**config.mk**
```make
export PLATFORM = sky130hd
export DESIGN_NAME = prefetch_fifo
export DESIGN_NICKNAME = d
export VERILOG_FILES = /design/src/rtl/prefetch_fifo.sv
export SDC_FILE = /design/constraint.sdc
export NUM_CORES = 1
export LEC_CHECK = 0
export BUFFER_PORTS_ARGS = -buffer_cell sky130_fd_sc_hd__clkbuf_2
export CORE_ASPECT_RATIO = 0.75
export CORE_MARGIN = 2
export CORE_UTILIZATION = 53
export DETAILED_ROUTE_END_ITERATION = 8
export PLACE_DENSITY = 0.76
export SYNTH_ARGS = -nofsm -noshare
export SYNTH_HDL_FRONTEND = slang
export SYNTH_SLANG_ARGS = --single-unit
```
**constraint.sdc**
```tcl
create_clock -name clk -period 2.15 [get_ports clk]
set_input_delay 0 -clock clk [delete_from_list [all_inputs] [get_ports clk]]
set_output_delay 0 -clock clk [all_outputs]
set_load 0.01 [all_outputs]
```
**src/rtl/prefetch_fifo.sv**
```systemverilog
// Instruction prefetch FIFO between fetch and decode: DEPTH-entry circular buffer of {instr, pc}
// with valid/ready on both sides, single-cycle flush and occupancy count.
// Optional macro PREFETCH_FIFO_FULL_PASS_EN lets a full FIFO accept while its head drains.
module prefetch_fifo #(
    parameter int unsigned D_WIDTH = 32,
    parameter int unsigned A_WIDTH = 32,
    parameter int unsigned DEPTH   = 4,
    parameter int unsigned CNT_W   = $clog2(DEPTH + 1)
) (
    input  logic               clk,
    input  logic               rst,
    input  logic               flush,
    input  logic               in_valid,
    output logic               in_ready,
    input  logic [D_WIDTH-1:0] in_instr,
    input  logic [A_WIDTH-1:0] in_pc,
    output logic               out_valid,
    input  logic               out_ready,
    output logic [D_WIDTH-1:0] out_instr,
    output logic [A_WIDTH-1:0] out_pc,
    output logic [CNT_W-1:0]   count
);
    localparam int unsigned PTR_W = $clog2(DEPTH);

    logic [D_WIDTH-1:0] instr_mem_q [DEPTH];
    logic [D_WIDTH-1:0] instr_mem_d [DEPTH];
    logic [A_WIDTH-1:0] pc_mem_q    [DEPTH];
    logic [A_WIDTH-1:0] pc_mem_d    [DEPTH];
    logic [PTR_W-1:0]   wr_ptr_q, wr_ptr_d;
    logic [PTR_W-1:0]   rd_ptr_q, rd_ptr_d;
    logic [CNT_W-1:0]   count_q, count_d;
    logic               full, push, pop;

    assign full = (count_q == CNT_W'(DEPTH));

`ifdef PREFETCH_FIFO_FULL_PASS_EN
    // Full with out_ready implies out_valid, so the accepted push always pairs with a pop.
    assign in_ready = !full || out_ready;
`else
    assign in_ready = !full;
`endif

    assign out_valid = (count_q != '0);
    assign out_instr = instr_mem_q[rd_ptr_q];
    assign out_pc    = pc_mem_q[rd_ptr_q];
    assign count     = count_q;

    assign push = in_valid && in_ready;
    assign pop  = out_valid && out_ready;

    always_comb begin
        instr_mem_d = instr_mem_q;
        pc_mem_d    = pc_mem_q;
        wr_ptr_d    = wr_ptr_q;
        rd_ptr_d    = rd_ptr_q;
        count_d     = count_q;
        if (flush) begin
            // Storage is left stale; only the bookkeeping is reset.
            wr_ptr_d = '0;
            rd_ptr_d = '0;
            count_d  = '0;
        end else begin
            if (push) begin
                instr_mem_d[wr_ptr_q] = in_instr;
                pc_mem_d[wr_ptr_q]    = in_pc;
                wr_ptr_d              = wr_ptr_q + PTR_W'(1);
            end
            if (pop) begin
                rd_ptr_d = rd_ptr_q + PTR_W'(1);
            end
            unique case ({push, pop})
                2'b10:   count_d = count_q + CNT_W'(1);
                2'b01:   count_d = count_q - CNT_W'(1);
                default: count_d = count_q;
            endcase
        end
    end

    always_ff @(posedge clk) begin
        if (rst) begin
            for (int i = 0; i < int'(DEPTH); i++) begin
                instr_mem_q[i] <= '0;
                pc_mem_q[i]    <= '0;
            end
            wr_ptr_q <= '0;
            rd_ptr_q <= '0;
            count_q  <= '0;
        end else begin
            instr_mem_q <= instr_mem_d;
            pc_mem_q    <= pc_mem_d;
            wr_ptr_q    <= wr_ptr_d;
            rd_ptr_q    <= rd_ptr_d;
            count_q     <= count_d;
        end
    end

endmodule

```
==> run_results.csv <==
group,metric,value,unit
grt,antenna_found_initial,0,
grt,use_met3,3.322,%
routing,postRouteAntennaNets,0,
critical_path,crit_path_max_fanout,3,
critical_path,crit_path_end_kind,"register",
placed_design,dpl.hpwl,15320,µm
power_and_ir_drop,finalPower,0.01053,W
critical_path,worstPathRequired,2610,ps
clock_network,root_buffer,"clkbuf_16",
power_and_ir_drop,vdd_drop_max,0.5874,mV
floorplanning,die-area,0.02408,mm²
sta,fin_crit_sh,96.10,%
floorplanning,core,0.02223,mm²
grt,grt_max_degree,125,
floorplanning,die_h,134.9,µm
final_layout,syn_to_final_growth,21.22,%
clock_network,cts_buffer_depth,3,
sta,drv_slew,0,
clock_network,numCtsBuffers,27,
sta,relSlewSlack,50.83,%
synthesis,ys_ff_latch,263,
placed_design,io_buffers,137,
clock_network,cts_tree,"done",
placed_design,dpl.cell_count,1405,
grt,grtUsageMet1,30.09,%
routing,dr_total_vias,8003,
clock_network,htreeDepth,1,
sta,finalSetupViolCount,0,
sta,clock_skew,7.953,ps
synthesis,synthCells,1028,
routing,drc_errors,0,
job,drv_cap,0,
final_layout,layout-drive-gt1-share,23.58,%
synthesis,syn_area_per_cell,11.78,µm²
routing,vias_per_cell,5.251,
routing,drt_iter0_drc,412,
final_layout,final_cells,1524,
sta,fin_crit,2066,ps
grt,grt_usage,21.75,%
critical_path,setup.worst_path.start_class,"register",
synthesis,yosys_warnings,0,
clock_network,clk-insertion-delay-late,520,ps
final_layout,num_antenna_cells,0,
floorplanning,start_util,54.47,%
floorplanning,ios,138,
grt,grt_pass1_wl,42370,µm
routing,wl,25700,µm
routing,wl_per_cell,16.86,µm
critical_path,setup.worst_path.class,"reg -> reg",
synthesis,synth_cell_types,28,
grt,grt.busiest_layer,"met2",
clock_network,clock-sinks,263,
grt,grt_overflow,0,
power_and_ir_drop,power.density,717.2,mW/mm²
final_layout,final_cell_mix,"nand2b_1, dfxtp_1, mux2i_1",
grt,grt_use_met2,35.82,%
final_layout,layout.nets,1286,
synthesis,synth_area,0.01211,mm²
final_layout,layout_commonest_cell,"nand2b_1",
sta,finalHoldViolCount,0,
floorplanning,num_rows,47,
sta,worst_pin_slew,737.6,ps
synthesis,seq_area_frac_synth,43.48,%
run_status,outcome,"complete, no violations",
hold_path,hp-class,"in -> reg",
power_and_ir_drop,p_leak,6.632,nW
placed_design,globalplace.congestion,0.7900,
clock_network,clkTransAtPathRegs,70,ps
grt,grt_pass1_vias,8315,
floorplanning,die_x,178.5,µm
critical_path,crit_arrival,2530,ps
routing,drtPass1Iterations,5,
sta,max_freq,0.4840,GHz
synthesis,syn_nets,1103,
final timing paths:
kind                  from       endpoint  slack [ps]  cells past startpoint
max reg2reg       count[0]       count[2]          80                      8
min reg2reg  pc_mem_q[109]  pc_mem_q[109]         470                      2
max               count[0]       count[2]          80                      8
min               in_pc[7]   pc_mem_q[39]         360                      4
flip-flops by register name (all words and copies together), names as in the netlist:
| name | count |
|---|---|
| count | 3 |
| instr_mem_q | 128 |
| pc_mem_q | 128 |
| rd_ptr_q | 2 |
| wr_ptr_q | 2 |
power breakdown:
group / switching, W / internal [W]
sequential: 0.0000504 / 0.00496
clock: 0.00193 / 0.00270
combinational: 0.000411 / 0.000481
total: 0.00239 / 0.00814
metrics by stage:
step                hold slack [ps]  setup slack (ps)  utilization [%]  area [µm²]  TNS (ps)
floorplan                     183.6             15.27                -       12130         0
global placement              337.6             76.92            58.80       13070         0
detailed placement            340.9             58.07            58.80       13070         0
CTS                           341.1             39.01            65.90       14650         0
global route                  385.5            -4.343            66.03       14680    -4.343
finish                        356.1             83.86            66.03       14680         0
logic make-up after synthesis:
group / count (synthesis) / synth area share, %
AND/OR/NAND/NOR: 343 / 17.52
multiplexers: 322 / 33.23
flip-flops: 263 / 43.48
buffers and inverters: 85 / 4.526
adder cells (fa/ha/maj): 6 / 0.6820
AO/OA/AOI/OAI: 5 / 0.2687
XOR/XNOR: 4 / 0.2894
Yosys cell counts:
cell | n | area share (%)
nand2b_1 | 320 | 17
dfxtp_1 | 263 | 43
mux2i_1 | 258 | 21
mux4_2 | 64 | 12
clkbuf_1 | 38 | 1.2
buf_6 | 19 | 1.8
buf_2 | 12 | 0.50
buf_4 | 6 | 0.37
nor2_1 | 6 | 0.19
ha_1 | 5 | 0.52
inv_1 | 5 | 0.16
nand2_1 | 5 | 0.16
nand3_1 | 4 | 0.17
buf_12 | 3 | 0.50
xor2_1 | 3 | 0.22
a21oi_1 | 2 | 0.083
and3_1 | 2 | 0.10
buf_1 | 2 | 0.062
or3_1 | 2 | 0.10
and3_4 | 1 | 0.093
fa_1 | 1 | 0.17
nor2b_1 | 1 | 0.052
o21ai_0 | 1 | 0.041
o311ai_0 | 1 | 0.072
o31a_1 | 1 | 0.072
or2_2 | 1 | 0.052
or3b_1 | 1 | 0.072
xnor2_1 | 1 | 0.072
critical path: stages (launching register included):
cell	delay, ps
dfxtp_2	320
or3b_4	420
nand2_4	100
ha_4	140
inv_1	50
fa_2	330
xor2_1	170
or3_4	380
a21oi_2	110
layout make-up:
type,instances,area [µm²]
multi-input combinational,680,6371
sequential,263,5278
tap,294,367.9
clock buffer,38,797.0
inverter,5,18.77
fill,1670,7552
clock inverter,10,88.84
timing repair buffer,234,1755
layer usage:
| layer | share of wire (%) | up-vias |
|---|---|---|
| li1 | - | 3907 |
| met1 | 46 | 3883 |
| met2 | 47 | 171 |
| met3 | 4.3 | 42 |
| met4 | 2.2 | 0 |
| met5 | 0 | - |
what timing repair did:
| action | 4_1_cts | 5_1_grt |
|---|---|---|
| gates resized for setup | 0 | 4 |
| buffers inserted | 0 | 2 |
| endpoints found under the setup margin | 0 | 1 |
| hold buffers | 69 | 0 |
| hold endpoints to repair | 263 | 0 |
(Power assumes the default switching activity.)
